$ cat src/rtl/plugboard_pair_table.sv
`default_nettype none
// ============================================================================
// Module      : plugboard_pair_table
// Description : Programmable Enigma plugboard with a shared partner table
//               serving a front and a rear one-hot encode channel.
//               Optional macro PLUG_UNDO_EN adds an undo port and pair stack.
// Revision    : 1.0 - initial release
// ============================================================================
module plugboard_pair_table #(
  parameter int  LETTERS   = 26,
  parameter int  MAX_PAIRS = 10,
  localparam int CW        = $clog2(MAX_PAIRS + 1)
) (
  input  logic               CLOCK_50,
  input  logic               reset,
  input  logic               prog_valid,
  input  logic [LETTERS-1:0] prog_letter,
  output logic               prog_err,
  output logic               prog_pending,
  output logic [CW-1:0]      pair_count,
  output logic               table_full,
  input  logic               f_valid,
  input  logic [LETTERS-1:0] f_in,
  output logic [LETTERS-1:0] f_out,
  output logic               f_out_valid,
  input  logic               r_valid,
  input  logic [LETTERS-1:0] r_in,
  output logic [LETTERS-1:0] r_out,
  output logic               r_out_valid
`ifdef PLUG_UNDO_EN
  ,input logic               undo
`endif
);

  localparam int IW = $clog2(LETTERS);

  typedef enum logic [0:0] {
    S_IDLE = 1'b0,
    S_WAIT = 1'b1
  } state_t;

  state_t              r_state;
  logic [IW-1:0]       r_partner [LETTERS];
  logic [IW-1:0]       r_held;
  logic [CW-1:0]       r_pair_count;
  logic                r_prog_err;
  logic [LETTERS-1:0]  w_plugged;
  logic                w_prog_oh;
  logic [IW-1:0]       w_prog_idx;
  logic                w_prog_plugged;
  logic                w_full;
  logic [LETTERS-1:0]  w_f_map;
  logic [LETTERS-1:0]  w_r_map;

`ifdef PLUG_UNDO_EN
  logic [IW-1:0]       r_stack_a [MAX_PAIRS];
  logic [IW-1:0]       r_stack_b [MAX_PAIRS];
  logic [CW-1:0]       w_top;
  assign w_top = r_pair_count - CW'(1);
`endif

  function automatic logic f_is_onehot(input logic [LETTERS-1:0] v);
    return (v != '0) && ((v & (v - LETTERS'(1))) == '0);
  endfunction

  function automatic logic [IW-1:0] f_idx(input logic [LETTERS-1:0] v);
    logic [IW-1:0] idx;
    idx = '0;
    for (int i = 0; i < LETTERS; i++) begin
      if (v[i]) idx = IW'(i);
    end
    return idx;
  endfunction

  function automatic logic [LETTERS-1:0] f_dec(input logic [IW-1:0] idx);
    logic [LETTERS-1:0] v;
    v = '0;
    v[idx] = 1'b1;
    return v;
  endfunction

  // A letter is plugged whenever its partner entry points somewhere else
  for (genvar gi = 0; gi < LETTERS; gi++) begin : g_plugged
    assign w_plugged[gi] = (r_partner[gi] != IW'(gi));
  end

  assign w_prog_oh      = f_is_onehot(prog_letter);
  assign w_prog_idx     = f_idx(prog_letter);
  assign w_prog_plugged = |(prog_letter & w_plugged);
  assign w_full         = (r_pair_count == CW'(MAX_PAIRS));

  assign prog_err     = r_prog_err;
  assign prog_pending = (r_state == S_WAIT);
  assign pair_count   = r_pair_count;
  assign table_full   = w_full;

  always_ff @(posedge CLOCK_50 or negedge reset) begin
    if (!reset) begin
      r_state      <= S_IDLE;
      r_held       <= '0;
      r_pair_count <= '0;
      r_prog_err   <= 1'b0;
      for (int i = 0; i < LETTERS; i++) r_partner[i] <= IW'(i);
`ifdef PLUG_UNDO_EN
      for (int i = 0; i < MAX_PAIRS; i++) begin
        r_stack_a[i] <= '0;
        r_stack_b[i] <= '0;
      end
`endif
    end else begin
      r_prog_err <= 1'b0;
`ifdef PLUG_UNDO_EN
      // Undo takes priority; a coincident prog_valid is silently dropped
      if (undo) begin
        if (r_state == S_WAIT) begin
          r_state <= S_IDLE;
        end else if (r_pair_count != '0) begin
          r_partner[r_stack_a[w_top]] <= r_stack_a[w_top];
          r_partner[r_stack_b[w_top]] <= r_stack_b[w_top];
          r_pair_count                <= w_top;
        end else begin
          r_prog_err <= 1'b1;
        end
      end else
`endif
      if (prog_valid) begin
        case (r_state)
          S_IDLE: begin
            if (!w_prog_oh || w_prog_plugged || w_full) begin
              r_prog_err <= 1'b1;
            end else begin
              r_held  <= w_prog_idx;
              r_state <= S_WAIT;
            end
          end
          S_WAIT: begin
            if (!w_prog_oh || (w_prog_idx == r_held) || w_prog_plugged) begin
              r_prog_err <= 1'b1;
            end else begin
              r_partner[r_held]     <= w_prog_idx;
              r_partner[w_prog_idx] <= r_held;
`ifdef PLUG_UNDO_EN
              r_stack_a[r_pair_count] <= r_held;
              r_stack_b[r_pair_count] <= w_prog_idx;
`endif
              r_pair_count <= r_pair_count + CW'(1);
              r_state      <= S_IDLE;
            end
          end
          default: r_state <= S_IDLE;
        endcase
      end
    end
  end

  // Lookups read the current table, so a same-edge program update is not seen
  always_comb begin
    w_f_map = f_in;
    w_r_map = r_in;
    if (f_is_onehot(f_in)) w_f_map = f_dec(r_partner[f_idx(f_in)]);
    if (f_is_onehot(r_in)) w_r_map = f_dec(r_partner[f_idx(r_in)]);
  end

  always_ff @(posedge CLOCK_50 or negedge reset) begin
    if (!reset) begin
      f_out       <= '0;
      f_out_valid <= 1'b0;
      r_out       <= '0;
      r_out_valid <= 1'b0;
    end else begin
      f_out_valid <= f_valid;
      r_out_valid <= r_valid;
      if (f_valid) f_out <= w_f_map;
      if (r_valid) r_out <= w_r_map;
    end
  end

endmodule
`default_nettype wire

$ cat config.mk
export PLATFORM = sky130hd
export DESIGN_NAME = plugboard_pair_table
export DESIGN_NICKNAME = d
export VERILOG_FILES = /design/src/rtl/plugboard_pair_table.sv
export SDC_FILE = /design/constraint.sdc
export NUM_CORES = 1
export LEC_CHECK = 0
export CELL_PAD_IN_SITES_DETAIL_PLACEMENT = 0
export CELL_PAD_IN_SITES_GLOBAL_PLACEMENT = 1
export CORE_MARGIN = 5
export CORE_UTILIZATION = 44
export CTS_BUF_LIST = sky130_fd_sc_hd__clkbuf_16
export CTS_CLUSTER_SIZE = 20
export DETAILED_ROUTE_END_ITERATION = 10
export HOLD_SLACK_MARGIN = 0.05
export PLACE_DENSITY = 0.81
export SLEW_MARGIN = 5
export SYNTH_ARGS = -nofsm -noshare
export SYNTH_HDL_FRONTEND = slang
export SYNTH_SLANG_ARGS = --single-unit
$ cat constraint.sdc
create_clock -name CLOCK_50 -period 4.3 [get_ports CLOCK_50]
set_input_delay 0.86 -clock CLOCK_50 [delete_from_list [all_inputs] [get_ports CLOCK_50]]
set_output_delay 0.86 -clock CLOCK_50 [all_outputs]
set_load 0.05 [all_outputs]
# Word-level counts from Yosys, hierarchy flattened
# Index checks and enable logic that the tools add are counted.
word_totals:
  in_bits: 83
  output_inout_bits: 61
  regBits: 195
  word_cells: 209
op_classes:
  n_addsub: 4
  bitwise: 11
  magnitude_cmp: 10
  n_eq_ne: 27
  muxes: 101
  reduce_logical: 22
ops:
  columns: ["operator", "n"]
  rows:
  - ["2-to-1 mux 5 bit", 80]
  - ["bitwise mux 130 bit", 2]
  - ["bitwise AND 26 bit", 4]
  - ["zero test 26 bit", 3]
  - ["nonzero test 26 bit", 3]
  - ["subtractor 26 x 1 -> 26 bit, second input constant", 3]
  - ["2-to-1 mux 26 bit", 2]
  - ["binary-select mux 5 bit (select 5 bit)", 2]
  - ["demux 5 bit (select 5 bit)", 2]
  - ["inequality test 5 bit, second input constant", 10]
  - ["inequality test 5 x 4 -> 1 bit, second input constant", 8]
  - ["OR reduction 26 bit", 1]
  - [">= comparator 6 bit, second input constant", 4]
  - ["inverter 5 -> 6 bit", 4]
  - ["inequality test 5 x 3 -> 1 bit, second input constant", 4]
  - ["less-than comparator 5 x 6 -> 1 bit, second input constant", 2]
  - ["less-than comparator 6 x 1 -> 1 bit, second input constant", 2]
  - ["demux 1 bit (select 5 bit)", 2]
  - [">= comparator 5 x 1 -> 1 bit, second input constant", 2]
  - ["inequality test 5 x 2 -> 1 bit, second input constant", 2]
  - ["2-to-1 mux 1 bit", 9]
  - ["logical AND 1 bit", 7]
  - ["AND reduction 3 bit", 2]
  - ["== test 5 bit", 1]
  - ["other kinds (8)", 14]

# Longest topological paths before layout
logic_depth:
  ltp_word: 35
  mapped_depth: 14
  ltp_nobuf: 10

# Least setup slack after synthesis
# No wires, ideal clock.
synth_timing:
  path_type: "input to register"
  start: "in prog_letter[17]"
  end: "reg r_partner[10] (netlist bit)"
  cell_stages: 11
  path_slack_ps: 84
  required_time_ps: 4218
  setup_time_ps: 82
  n_path_buf: 1
  t_arrival_ps: 4134
  path_cell_list: "buf_2 > or4_1 > o31ai_1 > o2111ai_1 > nand4b_1 > or4_1 > a2111oi_2 > nand3_1 > a311o_1 > a21oi_1 > mux2_2"
synth_between:
  elab_chain_len: 15
  word_cells_on_any_way: 30
  classes_between: "add/sub: 1; order compare: 2; eq/ne: 1; mux: 13; bitwise: 4; reduce/logical: 9"
synth_lines:
  columns: ["item", "line", "source"]
  rows:
  - ["start: declaration", "17", "input logic [LETTERS-1:0] prog_letter,"]
  - ["2-to-1 mux 5 bit (9 in a row)", "70", "if (v[i]) idx = IW'(i);"]
  - ["inverter 5 -> 6 bit (not written as such)", "141", "r_partner[w_prog_idx] <= r_held;"]
  - [">= comparator 6 bit (not written as such) or less-than comparator 6 x 1 -> 1 bit (tied branches)", "141", null]
  - ["logical AND 1 bit (not written as such)", "141", null]
  - ["2-to-1 mux 5 bit (not written as such)", "141", null]
  - ["demux 5 bit (select 5 bit)", "141", null]
  - ["bitwise mux 130 bit", "141", null]
  - ["end signal: indexed assignment", "140", "r_partner[r_held] <= w_prog_idx;"]
  - ["end signal: indexed assignment", "141", null]
  - ["end: declaration", "43", "logic [IW-1:0] r_partner [LETTERS];"]
# Several ways; a longest one is shown, not always the timed one.
# A chain may end at the register's enable or synchronous reset.

# Worst setup path in the final report
layout_timing:
  start: "in prog_letter[9]"
  end: "reg r_partner[45] (netlist bit)"
layout_between:
  elab_chain_len: 23
  word_cells_on_any_way: 38
  classes_between: "add/sub: 1; order compare: 2; eq/ne: 1; mux: 21; bitwise: 4; reduce/logical: 9"
layout_lines:
  columns: ["item", "line"]
  rows:
  - ["2-to-1 mux 5 bit (17 in a row)", "70"]
  - ["inverter 5 -> 6 bit (not written as such)", "141"]
  - [">= comparator 6 bit (not written as such) or less-than comparator 6 x 1 -> 1 bit (tied branches)", "141"]
  - ["logical AND 1 bit (not written as such)", "141"]
  - ["2-to-1 mux 5 bit (not written as such)", "141"]
  - ["demux 5 bit (select 5 bit)", "141"]
  - ["bitwise mux 130 bit", "141"]
# Several ways; a longest one is shown, not always the timed one.

==> metrics.md <==
| Metric | Value |
|---|---|
| Post-synth ARST share | `1.00` |
| Worst Hold Class | `in2async` |
| Largest net degree at the start of global routing | `84` |
| Metal1 wirelength | `27200 um` |
| WL met3 | `6850 um` |
| Yosys cell types | `82` |
| Yosys synthesis warning count | `0` |
| Post-Synthesis Cells | `1747` |
| Peak VDD IR | `0.276 mV` |
| Outcome | `complete, no violations` |
| Psw | `about 1.6 mW` |
| GRT Overall Usage | `0.371` |
| Min Tclk post-route | `4.22 ns` |
| Initial drt markers | `2176` |
| ANT cells | `0` |
| DIE AREA | `36700 um^2` |
| Least-Margin Pin Slew | `around 1.4 ns` |
| CTS tree | `yes` |
| Combinational power share | `0.241` |
| CTS HTree Levels | `4` |
| Final setup violation count | `0` |
| Final Cycle Share | `0.981` |
| Slew Limit Fails | `0` |
| Synth-to-layout area growth | `40.1%` |
| Clock power frac | `0.373` |
| Final Hold Fails | `0` |
| Total congestion overflow | `0` |
| Worst setup SP type | `input port` |
| Buf+Inv Stages, Crit Path | `5` |
| Max Freq | `0.237 GHz` |
| Core box area | `32500 um^2` |
| Post-synth top area share | `0.238` |
| ANT nets after route | `0` |
| Root buffer cell | `clkbuf_16` |
| Synth Flop Type | `dfrtp_1` |
| Sequential share of the synthesized area | `0.341` |
| Area contributors post-synth | `dfrtp_1, dfstp_2, mux2i_1` |
| Mapped cell area | `roughly 15000 um^2` |
| WL final | `between 60000 and 70000 um` |
| I/O Buffers | `143` |
| Reg2Reg Depth | `13` |
| Total number of vias | `17500` |
| Min Hold Slack | `0.427 ns` |
| Worst Path Max Fanout | `14` |
| Sequential Power Share | `0.386` |
| Clk_skew | `0.0114 ns` |
| Count leader, synth | `nor2_1` |
| Reg2reg start | `r_partner[120]` |
| Clk buf depth | `2` |
| Post-synth EDFFs | `0` |
| Internal power | `3.33 mW` |
| Post-CTS Hold Fix Bufs | `0` |
| Leakage | `approximately 8.2 nW` |
| Initial core utilization | `0.446` |
| RR Endpoint | `r_partner[45]` |
| CP Data Required Time | `between 4 and 5 ns` |
| R2R setup slack | `0.24 ns` |
| Overall Power | `4.94 mW` |
| Nets | `2284` |
| Critical path capture point type | `flop` |
| Average via count per standard cell | `6.61` |
| Worst path arrival time | `4.61 ns` |
| Delay-heaviest family, CP | `compound AO/OA/AOI/OAI gates` |
| DR WL met2 | `31600 um` |
| CTS Buf Count | `17` |
| Die H | `~190 um` |
| Critical Path Max Stage Delay | `0.49 ns` |
| Width of the die | `192 um` |
| # DRC | `0` |
| Max Cap Violations | `0` |
| Post-detail-place hpwl | `54400 um` |
| Synth Register Bits | `195` |
| Mapped Avg Cell Area | `a little over 8 um^2` |
| PwrDens | `between 200 and 250 nW/um^2` |
| Vias in the first global route | `16800` |
| Number of clock sinks | `approximately 200` |
| Synth cell count leaders | `nor2_1, dfrtp_1, nand2_1` |
| Share of layout cells above drive strength 1 | `0.274` |
| Area leader, netlist | `dfrtp_1` |
| Critical path's slowest cell | `or4_1` |
| Num rows | `66` |
| Switching part of the total | `0.326` |
| Routed wire per std cell | `between 20 and 30 um` |
| Skew-Pair Late Insertion Delay | `0.48 ns` |
| Initial antenna violation count | `1` |
| Cell Chain, Critical Path | `clkdlybuf4s50_1 -> buf_4 -> or4_1 -> or3_1 -> o32ai_1 -> o2111ai_1 -> a2111oi_4 -> buf_4 -> nand3_4 -> a311oi_4 -> buf_12 -> buf_12 -> nand2_1 -> o22ai_1` |
| Syn Nets | `1832` |
| First-pass DRT Iterations | `6` |
| Top Metal Used | `met4` |
| RePlAce Congestion | `between 1 and 1.5` |
| Slew headroom | `0.0910` |
| Worst-path clk slew | `roughly 0.080 ns` |
| Boundary Pins | `144` |
| Global-route wire length before repair | `104000 um` |
| Kind of critical path | `in2reg` |
how the worst max path moves through the flow:
stage                                from             end  slack, ns  cells past startpoint
after detailed placement  prog_letter[17]   r_partner[32]      -1.33                     14
after CTS                        r_in[13]        r_out[2]      0.004                     13
after global routing       prog_letter[3]  r_partner[120]      -0.01                     15
final                      prog_letter[9]   r_partner[45]       0.08                     14
after floorplan           prog_letter[17]   r_partner[10]       0.08                     11
after global placement    prog_letter[17]   r_partner[26]      -1.24                     13
registers in the layout, indices dropped and copies added (netlist names):
register / cells
r_out: 26
f_out_valid: 1
r_partner: 130
pair_count: 4
prog_pending: 1
prog_err: 1
r_out_valid: 1
r_held: 5
f_out: 26
routing by layer:
layer  up-vias  GRT usage
met2      1097      0.590
met5         -          0
met1      8470      0.480
li1       7712          -
met4         0      0.199
met3       259     0.0692
through the flow:
stage | setup TNS [ns] | utilization | setup WS [ns] | instance area [um^2] | std cells
3_5_place_dp | -191.29 | 0.594 | -1.33 | 19300 | 2612
2_1_floorplan | 0 | - | 0.0840 | 14500 | 1747
6_report | 0 | 0.624 | 0.0805 | 20300 | 2654
5_1_grt | -0.0475 | 0.624 | -0.0127 | 20300 | 2654
3_3_place_gp | -180.82 | 0.594 | -1.24 | 19300 | 2612
4_1_cts | 0 | 0.617 | 0.00384 | 20100 | 2645
power by group through the flow:
stage               clock network (mW)  logic (mW)  registers, mW
floorplan                            0       0.385           2.10
global placement                     0        1.16           1.94
detailed placement                   0        1.16           1.94
CTS                               1.84        1.17           1.90
global route                      1.91        1.25           1.91
finish                            1.84        1.19           1.90
cell families (layout without fill, tap and decap cells):
family / Yosys count / after routing / share of synthesized area
and+or+nand+nor: 550 / 550 / 0.186
xor gates and xnor gates: 8 / 8 / 0.00483
buffers and inverters: 199 / 664 / 0.0526
DFF: 195 / 195 / 0.341
adders and majority gates: 7 / 7 / 0.00518
muxes: 103 / 103 / 0.0770
AOI/OAI and AO/OA: 685 / 685 / 0.333
area by class of cell:
| class | count | area (um^2) |
|---|---|---|
| repair buffers | 563 | 4860 |
| clock inverters | 15 | 235 |
| well taps | 442 | 553 |
| clock buffers | 17 | 425 |
| inverters | 69 | 259 |
| flip-flops and latches | 195 | 4950 |
| multi-input cells | 1353 | 9030 |
| fillers | 2997 | 12200 |
placed cells by master, fill, tap and decap left out, types with 21 or more instances in the layout:
master,count
mux2i_1,70
inv_1,68
o221ai_1,21
buf_4,398
clkdlybuf4s50_1,140
a31oi_1,22
nor3_1,46
a22oi_1,82
dfrtp_1,138
o21ai_0,94
o2bb2ai_1,62
nand2_1,129
o22ai_1,46
nand3_1,62
nor2_1,141
a22o_1,28
a21oi_1,106
nor4_1,31
dfstp_2,57
mux2_2,29
what timing repair did:
action / 4_1_cts / 5_1_grt
hold endpoints to repair: 0 / 0
gates cloned: 0 / 2
pin swaps: 4 / 9
endpoints found under the setup margin: 148 / 177
gates resized for setup: 15 / 34
buffers inserted: 1 / 7
(Power assumes the default switching activity.)
